**config.mk**
```make
export PLATFORM = sky130hd
export DESIGN_NAME = mux4_rr_arbiter
export DESIGN_NICKNAME = d
export VERILOG_FILES = /design/src/rtl/mux4_rr_arbiter.sv
export SDC_FILE = /design/constraint.sdc
export NUM_CORES = 1
export LEC_CHECK = 0
export BUFFER_PORTS_ARGS = -buffer_cell sky130_fd_sc_hd__buf_4
export CAP_MARGIN = 5
export CORE_MARGIN = 2
export CORE_UTILIZATION = 45
export CTS_CLUSTER_SIZE = 10
export DETAILED_ROUTE_END_ITERATION = 10
export PLACE_DENSITY_LB_ADDON = 0.05
export RECOVER_POWER = 50
export SLEW_MARGIN = 15
export SYNTH_ARGS = -nofsm -noshare
export SYNTH_HDL_FRONTEND = slang
export SYNTH_SLANG_ARGS = --single-unit
```
**constraint.sdc**
```tcl
create_clock -name clk -period 4.8 [get_ports clk]
set_input_delay 0.72 -clock clk [delete_from_list [all_inputs] [get_ports clk]]
set_output_delay 0.72 -clock clk [all_outputs]
set_load 0.01 [all_outputs]
```
**src/rtl/mux4_rr_arbiter.sv**
```systemverilog
`default_nettype none
// ============================================================================
// Module      : mux4_rr_arbiter
// Description : Round-robin arbiter in front of a shared 4-to-1 multiplexer.
//               It registers a one-hot grant and the matching 2-bit select
//               code, so only the owner's data reaches the mux output.
//               A hold limit forces the grant to rotate when one requester
//               keeps its request asserted while others are waiting.
// Ports       : clk     - single clock, rising edge
//               rst     - asynchronous, active-high reset
//               req_i   - request vector, bit i = requester i (mux input di)
//               gnt_o   - registered one-hot grant, 0000 when idle
//               s1_o    - registered select MSB to the mux
//               s0_o    - registered select LSB to the mux
//               busy_o  - registered, high while a grant is active
// Parameters  : MAX_HOLD - max consecutive grant cycles while another
//               requester waits (1..255), 0 = unlimited
// Revision    : 1.0 - initial release
// ============================================================================
module mux4_rr_arbiter #(
    parameter int unsigned MAX_HOLD = 8
) (
    input  logic       clk,
    input  logic       rst,
    input  logic [3:0] req_i,
    output logic [3:0] gnt_o,
    output logic       s1_o,
    output logic       s0_o,
    output logic       busy_o
);

    typedef enum logic [0:0] {
        ST_IDLE  = 1'b0,
        ST_GRANT = 1'b1
    } state_t;

    // Hold limit and the value at which the counter stops climbing.
    localparam logic [7:0] c_HOLD_LIMIT = 8'(MAX_HOLD);
    localparam bit         c_HOLD_EN    = (MAX_HOLD != 0);
    localparam logic [7:0] c_CNT_SAT    = c_HOLD_EN ? 8'(MAX_HOLD) : 8'd255;

    // ------------------------------------------------------------------------
    // State
    // ------------------------------------------------------------------------
    state_t     state_q, state_d;
    logic [3:0] gnt_q,   gnt_d;
    logic [1:0] sel_q,   sel_d;
    logic       busy_q,  busy_d;
    logic [7:0] cnt_q,   cnt_d;
    logic [1:0] last_q,  last_d;

    // ------------------------------------------------------------------------
    // Round-robin search: scan upward starting just after 'after', wrapping
    // 3 -> 0. The index 'after' itself is visited last.
    // ------------------------------------------------------------------------
    function automatic logic [1:0] f_rr_pick(input logic [3:0] r,
                                             input logic [1:0] after);
        logic [1:0] idx;
        logic [1:0] res;
        logic       found;
        res   = after;
        found = 1'b0;
        for (int k = 1; k <= 4; k++) begin
            idx = after + 2'(k);
            if (!found && r[idx]) begin
                res   = idx;
                found = 1'b1;
            end
        end
        return res;
    endfunction

    // ------------------------------------------------------------------------
    // Search inputs. In IDLE the scan starts after the last-served pointer
    // over the raw requests. In GRANT it starts after the current owner and
    // the owner is masked out, so a releasing or rotated-out owner is never
    // re-granted on the same edge.
    // ------------------------------------------------------------------------
    logic [3:0] w_others;
    logic       w_others_any;
    logic       w_owner_req;
    logic [3:0] w_search_src;
    logic [1:0] w_search_after;
    logic [1:0] w_win_idx;
    logic       w_hold_hit;

    assign w_others       = req_i & ~gnt_q;
    assign w_others_any   = |w_others;
    assign w_owner_req    = req_i[sel_q];
    assign w_search_src   = (state_q == ST_IDLE) ? req_i  : w_others;
    assign w_search_after = (state_q == ST_IDLE) ? last_q : sel_q;
    assign w_win_idx      = f_rr_pick(w_search_src, w_search_after);
    assign w_hold_hit     = c_HOLD_EN && (cnt_q == c_HOLD_LIMIT);

    // ------------------------------------------------------------------------
    // Next-state logic
    // ------------------------------------------------------------------------
    always_comb begin
        state_d = state_q;
        gnt_d   = gnt_q;
        sel_d   = sel_q;
        busy_d  = busy_q;
        cnt_d   = cnt_q;
        last_d  = last_q;

        case (state_q)
            ST_IDLE: begin
                if (req_i != 4'b0000) begin
                    state_d = ST_GRANT;
                    gnt_d   = 4'b0001 << w_win_idx;
                    sel_d   = w_win_idx;
                    busy_d  = 1'b1;
                    cnt_d   = 8'd1;
                end
            end

            ST_GRANT: begin
                if (!w_owner_req) begin
                    // Owner released: hand over without an idle bubble.
                    last_d = sel_q;
                    if (w_others_any) begin
                        gnt_d = 4'b0001 << w_win_idx;
                        sel_d = w_win_idx;
                        cnt_d = 8'd1;
                    end else begin
                        // Select keeps the old index so the mux does not glitch.
                        state_d = ST_IDLE;
                        gnt_d   = 4'b0000;
                        busy_d  = 1'b0;
                    end
                end else if (w_others_any && w_hold_hit) begin
                    // Forced rotation away from a long-holding owner.
                    last_d = sel_q;
                    gnt_d  = 4'b0001 << w_win_idx;
                    sel_d  = w_win_idx;
                    cnt_d  = 8'd1;
                end else if (cnt_q != c_CNT_SAT) begin
                    cnt_d = cnt_q + 8'd1;
                end
            end

            default: begin
                state_d = ST_IDLE;
                gnt_d   = 4'b0000;
                busy_d  = 1'b0;
            end
        endcase
    end

    // ------------------------------------------------------------------------
    // Registers (all outputs come straight from here)
    // ------------------------------------------------------------------------
    always_ff @(posedge clk or posedge rst) begin
        if (rst) begin
            state_q <= ST_IDLE;
            gnt_q   <= 4'b0000;
            sel_q   <= 2'b00;
            busy_q  <= 1'b0;
            cnt_q   <= 8'd0;
            last_q  <= 2'd3;   // requester 0 wins first after reset
        end else begin
            state_q <= state_d;
            gnt_q   <= gnt_d;
            sel_q   <= sel_d;
            busy_q  <= busy_d;
            cnt_q   <= cnt_d;
            last_q  <= last_d;
        end
    end

    assign gnt_o  = gnt_q;
    assign s1_o   = sel_q[1];
    assign s0_o   = sel_q[0];
    assign busy_o = busy_q;

    // ------------------------------------------------------------------------
    // Structural invariants
    // ------------------------------------------------------------------------
    a_gnt_onehot0 : assert property (@(posedge clk) disable iff (rst)
        $onehot0(gnt_q));
    a_sel_matches : assert property (@(posedge clk) disable iff (rst)
        busy_q |-> gnt_q[sel_q]);
    a_busy_eq_gnt : assert property (@(posedge clk) disable iff (rst)
        busy_q == (gnt_q != 4'b0000));

endmodule
`default_nettype wire
```
==> impl_metrics.tcl <==
set metrics [dict create \
    post-route-period-util_pct 51.02 \
    fin_cells 148 \
    gp_congestion 0.7871 \
    io_buffers 12 \
    critPathBufInv 1 \
    final_common_cell "dfrtp_1" \
    hold_buffers 0 \
    relSlewSlack_pct 53.58 \
    finalCriticalPeriod_ps 2449 \
    gr-total-overflow 0 \
    yosysSeqAreaShare_pct 42.74 \
    holdWs_ps 481.0 \
    ys_types 36 \
    syn_to_final_growth_pct 13.34 \
    grt_pass1_vias 821 \
    path_class "flop to flop" \
    grt_pass1_wl_mm 4.002 \
    cts.clk_slew.worst_paths_ps 110 \
    peakVddDrop_mv 0.2789 \
    ff2ff_setup_slack_ps 2350 \
    path_depth 7 \
    synth_xor_area_share_pct 0.8264 \
    synth_compound_area_share_pct 23.14 \
    drc 0 \
    ios 13 \
    wire_per_inst_um 15.74 \
    antenna_cells 0 \
    syn_nets 115 \
    worstMarginPinSlew_ps 695.6 \
    cts_made_buffers 3 \
    status "finished, final reports clean" \
    rsz0062_at_grt "no" \
    synthArstFlopShare_pct 100.0 \
    r2r-end "gnt_o[0]" \
    worst_path_max_delay_cell "or4b_4" \
    cts_setup_buffers 0 \
    power_density_nw_per_um2 586.9 \
    syn_inst 107 \
    cp-endpoint "gnt_o[0]" \
    cp-start-kind "flop" \
    viasPerCell 5.919 \
    worstPathCellList "inv_1 > ha_1 > or4b_4 > o221ai_2 > a21bo_2 > or2_0 > a2bb2o_2" \
    drive_above_1_share_pct 22.50 \
    finalMaxSlewViolations 0 \
    crit_path_end_kind "flop" \
    synthAdderAreaFrac_pct 2.361 \
    ant_nets 0 \
    ctsResizeCount 0 \
    hold_path_class "flop to flop" \
    insertion_delay_ps 310 \
    reg2reg_depth 7 \
    grtUsageTotal_pct 20.30 \
    die_h_um 52.53 \
    timing_hold_violations_final 0 \
    dp_hpwl_mm 1.735 \
    grt_max_degree 19 \
    cp_data_arrival_time_ps 2710 \
    syn_area_um2 1060 \
    p_leak_nw 0.5313 \
    synth_top_family_by_area "compound AO/OA/AOI/OAI gates" \
    fmax_ghz 0.4083 \
    firstDrtPassIters 4 \
    syn_area_per_cell_um2 9.904 \
    finalSetupTns_ps 0 \
    rr_startpoint "cnt_q[0]" \
    synth-simple-area-share_pct 19.72 \
    route.final.wire_length_mm 2.330 \
    initial_core_util_pct 47.91 \
    setup_viol 0 \
    cts.sinks 18 \
    mostFrequentLayoutCells "dfrtp_1, nand2_1, buf_4, o21ai_0, nor2b_1" \
    nets 129 \
    crit_family "compound AO/OA/AOI/OAI gates" \
    yosys_warnings 0 \
    dieArea_um2 2759 \
    core_region_area_um2 2212 \
    synth-edff-count 0 \
    cts_buffer_depth 2 \
    critPathMaxFanout 12 \
    synth_seq_cells 18 \
    cpPeakStageDelay_ps 470 \
    cts_tree "done" \
    synthMuxAreaShare_pct 8.264 \
    htreeDepth 1 \
    cts_root_buffer "clkbuf_4" \
    antenna_found_initial 0 \
    drt-initial-drc-count 13 \
    maxCapViolations 0 \
    placementRows 17 \
    skew_ps 8.391 \
    cp-startpoint "cnt_q[0]" \
    required_ps 5060 \
    vias 876 \
    place_inst 144 \
    synthFlopType "dfrtp_1" \
    die_w_um 52.53 \
]
==> how the worst min path moves through the flow <==
stage              from        to  slack [ps]  depth (start not counted)
6_report       cnt_q[7]  cnt_q[7]         480                          1
2_1_floorplan  cnt_q[7]  cnt_q[7]         440                          1
4_1_cts        cnt_q[7]  cnt_q[7]         480                          1
3_5_place_dp   cnt_q[7]  cnt_q[7]         470                          1
3_3_place_gp   cnt_q[7]  cnt_q[7]         450                          1
5_1_grt        cnt_q[7]  cnt_q[7]         510                          1
==> area by class of cell <==
| type | count | area, um2 |
|---|---|---|
| Fill cell | 209 | 1011 |
| Multi-Input combinational cell | 81 | 575.6 |
| Sequential cell | 18 | 452.9 |
| Timing Repair Buffer | 12 | 82.58 |
| Clock buffer | 4 | 36.28 |
| Tap cell | 28 | 35.03 |
| Inverter | 5 | 18.77 |
==> report_power, final <==
| group | internal [mW] | switching (mW) | total [mW] |
|---|---|---|---|
| sequential | 0.206 | 0.0546 | 0.261 |
| combinational | 0.164 | 0.182 | 0.346 |
| clock | 0.0463 | 0.0516 | 0.0979 |
==> metrics by stage <==
step / total power, mW / utilization (%) / worst slack [ps] / area (um2)
global placement: 0.6051 / 53.00 / 2297 / 1172
global route: 0.7727 / 54.30 / 2177 / 1201
finish: 0.7049 / 54.30 / 2351 / 1201
floorplan: 0.5104 / - / 2649 / 1060
detailed placement: 0.6158 / 53.00 / 2217 / 1172
CTS: 0.7139 / 54.64 / 2339 / 1209
==> per-layer routing <==
metal | share of wire [%] | GRT usage [%] | routed length (um) | up-vias
met5 | 0 | 0 | 0 | -
met4 | 1.2 | 6.410 | 29 | 0
met3 | 4.4 | 6.000 | 103 | 6
met2 | 50 | 34.17 | 1156 | 20
met1 | 45 | 24.73 | 1040 | 425
li1 | - | - | - | 425
==> flip-flops by register name, summed over array words and instances (netlist names) <==
signal   cells
busy_o       1
cnt_q        8
gnt_o        4
last_q       2
sel_q        2
state_q      1
==> cell usage after synthesis, drive strengths merged (3+ instances only) <==
cell | number | area share, %
nand2 | 10 | 3.5
a21boi | 5 | 3.5
dfrtp | 16 | 38
o21ai | 7 | 3.3
a22o | 3 | 2.5
nor2 | 5 | 1.8
o41ai | 3 | 2.5
mux2 | 4 | 4.2
nand3 | 6 | 2.8
inv | 5 | 1.8
o31ai | 3 | 2.1
nor2b | 7 | 4.1
==> kinds of logic (layout without fill, tap and decap cells) <==
group,Yosys count,after routing
buffers and inverters,8,21
multiplexers,7,7
AO/OA/AOI/OAI,32,32
AND/OR/NAND/NOR,39,39
XOR/XNOR,1,1
adder cells (fa/ha/maj),2,2
flip-flops,18,18
Note: power is estimated with default switching activity, not from simulation.
